### config.mk
export PLATFORM = sky130hd
export DESIGN_NAME = dmem_arbiter
export DESIGN_NICKNAME = d
export VERILOG_FILES = /design/src/rtl/dmem_arbiter.sv
export SDC_FILE = /design/constraint.sdc
export NUM_CORES = 1
export LEC_CHECK = 0
export CAP_MARGIN = 0
export CORE_AREA = 2 2 141 88
export CTS_CLUSTER_SIZE = 30
export DETAILED_ROUTE_END_ITERATION = 12
export DIE_AREA = 0 0 143 90
export GPL_TIMING_DRIVEN = 0
export PLACE_DENSITY_LB_ADDON = 0.25
export SLEW_MARGIN = 20
export SYNTH_ARGS = -nofsm -noshare
export SYNTH_HDL_FRONTEND = slang
export SYNTH_SLANG_ARGS = --single-unit
### constraint.sdc
create_clock -name clock -period 2.6 [get_ports clock]
set_clock_uncertainty 0.05 [all_clocks]
set_input_delay 0.39 -clock clock [delete_from_list [all_inputs] [get_ports clock]]
set_output_delay 0.39 -clock clock [all_outputs]
set_load 0.1 [all_outputs]
### src/rtl/dmem_arbiter.sv
`default_nettype none
// ============================================================================
// Module   : dmem_arbiter
// Function : Two-port data-memory arbiter (core LSU r0, loader/debug r1) with
//            a three-phase IDLE/ACCESS/RESP transaction sequence.
//            Define DMEM_ARB_FIXED_PRIO_EN for fixed priority (r0 over r1);
//            default build uses round-robin.
// Revision : 1.0  initial release
// ============================================================================
module dmem_arbiter #(
    parameter int NUM_WORDS = 128,
    parameter int IDX_W     = 7
) (
    input  logic             clock,
    input  logic             reset_n,
    input  logic             r0_req,
    input  logic             r1_req,
    input  logic             r0_we,
    input  logic             r1_we,
    input  logic [31:0]      r0_addr,
    input  logic [31:0]      r1_addr,
    input  logic [31:0]      r0_wdata,
    input  logic [31:0]      r1_wdata,
    output logic             r0_gnt,
    output logic             r1_gnt,
    output logic             r0_rvalid,
    output logic             r1_rvalid,
    output logic             r0_err,
    output logic             r1_err,
    output logic [31:0]      rdata,
    output logic             memwrite,
    output logic             memread,
    output logic [IDX_W-1:0] mem_addr,
    output logic [31:0]      mem_wdata,
    input  logic [31:0]      mem_rdata
);

    typedef enum logic [1:0] {
        S_IDLE   = 2'd0,
        S_ACCESS = 2'd1,
        S_RESP   = 2'd2
    } state_t;

    localparam logic [29:0] c_words = 30'(NUM_WORDS);

    state_t      r_state;
    state_t      w_state_nxt;
    logic        r_we;
    logic        r_id;
    logic [31:0] r_addr;
    logic [31:0] r_wdata;
    logic [31:0] r_rdata;
    logic        w_win;
    logic        w_grant;
    logic        w_oor;
    logic        w_acc;
    logic        w_resp;

`ifdef DMEM_ARB_FIXED_PRIO_EN
    assign w_win = !r0_req;
`else
    // Pointer holds the id of the last granted requester; a tie goes to the other one.
    logic r_last;
    assign w_win = (r0_req && r1_req) ? ~r_last : r1_req;

    always_ff @(posedge clock) begin
        if (!reset_n) begin
            r_last <= 1'b1;
        end else if (w_grant) begin
            r_last <= w_win;
        end
    end
`endif

    // Strobes are gated by reset so a transaction caught by reset is dropped cleanly.
    assign w_grant = reset_n && (r_state == S_IDLE) && (r0_req || r1_req);
    assign w_oor   = (r_addr[31:2] >= c_words) || (r_addr[1:0] != 2'b00);
    assign w_acc   = reset_n && (r_state == S_ACCESS) && !w_oor;
    assign w_resp  = reset_n && (r_state == S_RESP);

    always_comb begin
        w_state_nxt = r_state;
        case (r_state)
            S_IDLE:   if (r0_req || r1_req) w_state_nxt = S_ACCESS;
            S_ACCESS: w_state_nxt = S_RESP;
            S_RESP:   w_state_nxt = S_IDLE;
            default:  w_state_nxt = S_IDLE;
        endcase
    end

    always_comb begin
        r0_gnt    = 1'b0;
        r1_gnt    = 1'b0;
        r0_rvalid = 1'b0;
        r1_rvalid = 1'b0;
        r0_err    = 1'b0;
        r1_err    = 1'b0;
        r0_gnt    = w_grant && !w_win;
        r1_gnt    = w_grant && w_win;
        r0_rvalid = w_resp && !r_id;
        r1_rvalid = w_resp && r_id;
        r0_err    = w_resp && !r_id && w_oor;
        r1_err    = w_resp && r_id && w_oor;
    end

    assign memwrite  = w_acc && r_we;
    assign memread   = w_acc && !r_we;
    assign mem_addr  = r_addr[IDX_W+1:2];
    assign mem_wdata = r_wdata;
    assign rdata     = r_rdata;

    always_ff @(posedge clock) begin
        if (!reset_n) begin
            r_state <= S_IDLE;
            r_we    <= 1'b0;
            r_id    <= 1'b0;
            r_addr  <= 32'd0;
            r_wdata <= 32'd0;
            r_rdata <= 32'd0;
        end else begin
            r_state <= w_state_nxt;
            if (w_grant) begin
                r_id    <= w_win;
                r_we    <= w_win ? r1_we : r0_we;
                r_addr  <= w_win ? r1_addr : r0_addr;
                r_wdata <= w_win ? r1_wdata : r0_wdata;
            end
            if (r_state == S_ACCESS && !r_we) begin
                r_rdata <= w_oor ? 32'd0 : mem_rdata;
            end
        end
    end

endmodule
`default_nettype wire

Word-level counts from Yosys, hierarchy flattened
Cells that the tools add are included.
W data, S select, Z words.
{"block": "totals", "out_inout_bits": 79, "regBits": 101, "word_cells": 42, "input_bits": 166}
{"block": "op_classes", "n_mux": 7, "order_cmp": 1, "n_reduce_logical": 23, "n_eq_ne": 3, "n_bitwise": 1}
{"operator": "$mux W32", "n": 3}
{"operator": "$ge A30 B8 Y1 const B", "n": 1}
{"operator": "$logic_and A1 B1 Y1", "n": 15}
{"operator": "$logic_not A1 Y1", "n": 4}
{"operator": "$pmux W2 S2", "n": 1}
{"operator": "$eq A2 B1 Y1 const B", "n": 1}
{"operator": "$eq A2 B2 Y1 const B", "n": 1}
{"operator": "$logic_not A2 Y1", "n": 1}
{"operator": "$logic_or A1 B1 Y1", "n": 2}
{"operator": "$mux W1", "n": 2}
{"operator": "$mux W2", "n": 1}
{"operator": "$ne A2 B1 Y1 const B", "n": 1}
{"operator": "$reduce_bool A2 Y1", "n": 1}
{"operator": "$not A1 Y1", "n": 1}

Logic depth before layout (Yosys ltp)
{"block": "logic_depth", "depth_word": 5, "mapped_depth": 6}

Least setup slack after synthesis
OpenSTA, ideal clock, no wires.
{"block": "synth_path", "path_type": "input to output", "from": "input port reset_n", "to": "output port r0_gnt", "path_slack_ns": -1.132, "t_required_ns": 2.160, "stages": 5, "t_arrival_ns": 3.292, "n_path_buf": 3, "cell_sequence": "buf_4 > or3b_4 > buf_6 > buf_6 > nor3_1"}
{"block": "synth_between", "elab_chain_len": 3}
{"item": "start, declared", "line": "15", "source": "input logic reset_n,"}
{"item": "$logic_and A1 B1 Y1 (2 in a row)", "line": "76", "source": "assign w_grant = reset_n && (r_state == S_IDLE) && (r0_req || r1_req);"}
{"item": "$logic_and A1 B1 Y1", "line": "98", "source": "r0_gnt = w_grant && !w_win;"}
{"item": "end, declared", "line": "24", "source": "output logic r0_gnt,"}
Every way passes these cells.

Worst setup path in the final report
{"block": "layout_path", "from": "register r_addr[11]", "to": "output port r0_err"}
{"block": "layout_between", "elab_chain_len": 3}
{"item": "start, declared", "line": "50", "source": "logic [31:0] r_addr;"}
{"item": "start signal, assigned", "line": "125", "source": "r_addr <= w_win ? r1_addr : r0_addr;"}
{"item": "$ge A30 B8 Y1", "line": "77", "source": "assign w_oor = (r_addr[31:2] >= c_words) || (r_addr[1:0] != 2'b00);"}
{"item": "$logic_or A1 B1 Y1", "line": "77"}
{"item": "$logic_and A1 B1 Y1", "line": "102", "source": "r0_err = w_resp && !r_id && w_oor;"}
{"item": "end, declared", "line": "28", "source": "output logic r0_err,"}
Every way passes these cells.

==> impl_metrics.env <==
export IMPL_status="complete, no violations"
export IMPL_setup_worst_path_start_class="flop"
export IMPL_drt_wirelength_per_cell_um=17.94
export IMPL_power_uw=4605
export IMPL_vias=6126
export IMPL_synth_cell_types=24
export IMPL_synth_largest_area_cell="dfxtp_1"
export IMPL_diodes=0
export IMPL_cts_hold_buf=0
export IMPL_gp_congestion=0.9398
export IMPL_cts_buffer_depth=2
export IMPL_grt_pass1_vias=5895
export IMPL_mostFrequentLayoutCells="235 x clkdlybuf4s50_1, 101 x dfxtp_1, 97 x nand3_1, 68 x inv_1, 66 x o21ai_0"
export IMPL_syn_inst=638
export IMPL_setup_viol=0
export IMPL_dr_wl_met2_mm=8.499
export IMPL_syn_avg_cell_area_um2=7.784
export IMPL_cp_slowest_cell="nor4_1"
export IMPL_die_area_um2=12870
export IMPL_cts_tree="built"
export IMPL_postPlaceCellArea_um2=7644
export IMPL_drc_errors=0
export IMPL_final_util=0.6873
export IMPL_crit_type="flop to primary output"
export IMPL_viasPerCell=5.747
export IMPL_cp_top_family="simple AND/OR/NAND/NOR gates"
export IMPL_worstPathCellList="nor4_1, nand4_1, clkbuf_4, o21a_2, buf_2"
export IMPL_syn_area_um2=4966
export IMPL_tns_ns=0
export IMPL_drive_gt1_frac=0.06881
export IMPL_path_buf_inv=2
export IMPL_max_stage_delay_ns=0.33
export IMPL_antenna_found_initial=0
export IMPL_final_common_cell="clkdlybuf4s50_1"
export IMPL_cts_buffers=9
export IMPL_synth_seq_cells=101
export IMPL_wl_met1_mm=8.461
export IMPL_clkLatencyLatePin_ns=0.34
export IMPL_slew_viol_final=0
export IMPL_portBuffers=243
export IMPL_clock_sinks=101
export IMPL_grt_setup_unrepaired="false"
export IMPL_start_util=0.4254
export IMPL_grt_max_degree=19
export IMPL_relSlewSlack=0.3189
export IMPL_irDropWorstVdd_v=0.0003303
export IMPL_top_layer_used="met4"
export IMPL_ys_top_cells_by_area="dfxtp_1 41%, nand3_1 9.9%, or4_1 9.8%"
export IMPL_final_area_um2=8024
export IMPL_yosysWarnings=0
export IMPL_syn_num_nets=804
export IMPL_grt_ovfl_total=0
export IMPL_finalHoldViolCount=0
export IMPL_finalNetCount=1062
export IMPL_seq_area_frac_synth=0.4072
export IMPL_core_area_um2=11670
export IMPL_h_tree_depth=3
export IMPL_drv_cap=0
export IMPL_root_buffer="clkbuf_16"
export IMPL_rows=31
export IMPL_io_pins=245
export IMPL_tightest_slew_ns=1.018
export IMPL_clk_pin_slew_worst_paths_ns=0.07
export IMPL_area_delta_synth_final_pct=61.58
export IMPL_die_width_um=143
export IMPL_worstSetupEndpointType="primary output"
export IMPL_wirelength_mm=19.13
export IMPL_finalCritPeriodShare=0.9684
export IMPL_critPathMaxFanout=10
export IMPL_dp_hpwl_mm=14.36
export IMPL_p_per_area_nw_per_um2=573.8
export IMPL_hp_class="flop to flop"
export IMPL_dr_pass1_iters=5
export IMPL_fmax_mhz=397.2
export IMPL_total_leakage_power_uw=0.002836
export IMPL_crit_required_ns=2.16
export IMPL_finalWorstSetupSlack_ns=0.08207
export IMPL_grtUsageTotal=0.2875
export IMPL_wl_met3_mm=1.770
export IMPL_dp_slack_ns=-1.260
export IMPL_drtIter0Drc=424
export IMPL_min_period_ns=2.518
export IMPL_die_h_um=90
export IMPL_synth_top_cell_area_share=0.4072
export IMPL_ant_nets=0
export IMPL_grt_pass1_wl_mm=29.84
export IMPL_critPathArrivalTime_ns=2.08
registers in the layout, indices dropped and copies added, names as in the netlist:
name	flops
r_we	1
r_state	2
rdata	32
r_id	1
r_last	1
r_addr	32
mem_wdata	32
path summary, 6_finish.rpt:
check	startpoint	to	slack (ns)	cells past startpoint
worst min-delay path	rdata[26]$_SDFFE_PN0P_	rdata[26]$_SDFFE_PN0P_	0.43	2
worst min register to register	rdata[26]$_SDFFE_PN0P_	rdata[26]$_SDFFE_PN0P_	0.43	2
worst max register to register	r_state[1]$_SDFFE_PN0P_	r_addr[15]$_SDFFE_PN0P_	0.36	5
worst max-delay path	r_addr[11]$_SDFFE_PN0P_	r0_err	0.08	5
area by class of cell:
type                            count  area, µm²
Timing Repair Buffer              248       2464
Inverter                           68      255.2
Clock inverter                      6      86.33
Clock buffer                       10      229.0
Buffer                             83      414.1
Tap cell                          165      206.4
Sequential cell                   101       2022
Multi-Input combinational cell    385       2347
Fill cell                         926       3651
report_power, final:
part / internal (µW) / switching, µW / leakage, µW
Combinational: 523 / 942 / 0.00186
Clock: 845 / 602 / 0.000153
Sequential: 1640 / 55.3 / 0.000823
routing by layer:
| metal | global-route usage | up-vias |
|---|---|---|
| met5 | 0 | - |
| met4 | 0.08911 | 0 |
| met3 | 0.06393 | 43 |
| met2 | 0.4426 | 361 |
| met1 | 0.4009 | 2860 |
| li1 | - | 2862 |
what timing repair did:
| action | in CTS | in global routing |
|---|---|---|
| pin swaps | 2 | 2 |
| resized for setup | 51 | 7 |
| endpoints found under the hold margin | 0 | 0 |
| setup endpoints to repair | 48 | 7 |
| setup buffers | 2 | 3 |
worst register-to-register path, stage by stage (launching register included):
cell and delay (ns):
dfxtp_1 0.35, nor3b_1 0.46, clkbuf_1 0.51, clkbuf_1 0.42, nand3_1 0.16, a31oi_1 0.21
per-stage QoR:
stage | hold slack [ns] | std cells
2_1_floorplan | 0.3863 | 638
3_3_place_gp | 0.3949 | 1046
3_5_place_dp | 0.4041 | 1046
4_1_cts | 0.4252 | 1063
5_1_grt | 0.4363 | 1066
6_report | 0.4258 | 1066
synthesized netlist by cell type:
master	number
dfxtp_1	101
nand3_1	98
clkbuf_1	68
inv_1	68
o21ai_0	66
a31oi_1	65
or4_1	65
nand2_1	34
o32ai_1	32
buf_4	8
buf_6	8
nor4_1	5
nor2_1	4
nor3_1	4
nor3b_1	2
o21a_1	2
a211o_1	1
a211oi_1	1
a21boi_1	1
and2_1	1
and3b_1	1
nand3b_1	1
nand4_1	1
or3b_4	1
kinds of logic (layout without fill, tap and decap cells):
family | Yosys count | after routing | share of synthesized area
flip-flops | 101 | 101 | 0.4072
AO/OA/AOI/OAI | 168 | 168 | 0.2126
AND/OR/NAND/NOR | 217 | 217 | 0.2472
buffers and inverters | 152 | 415 | 0.1330
(Power assumes the default switching activity.)
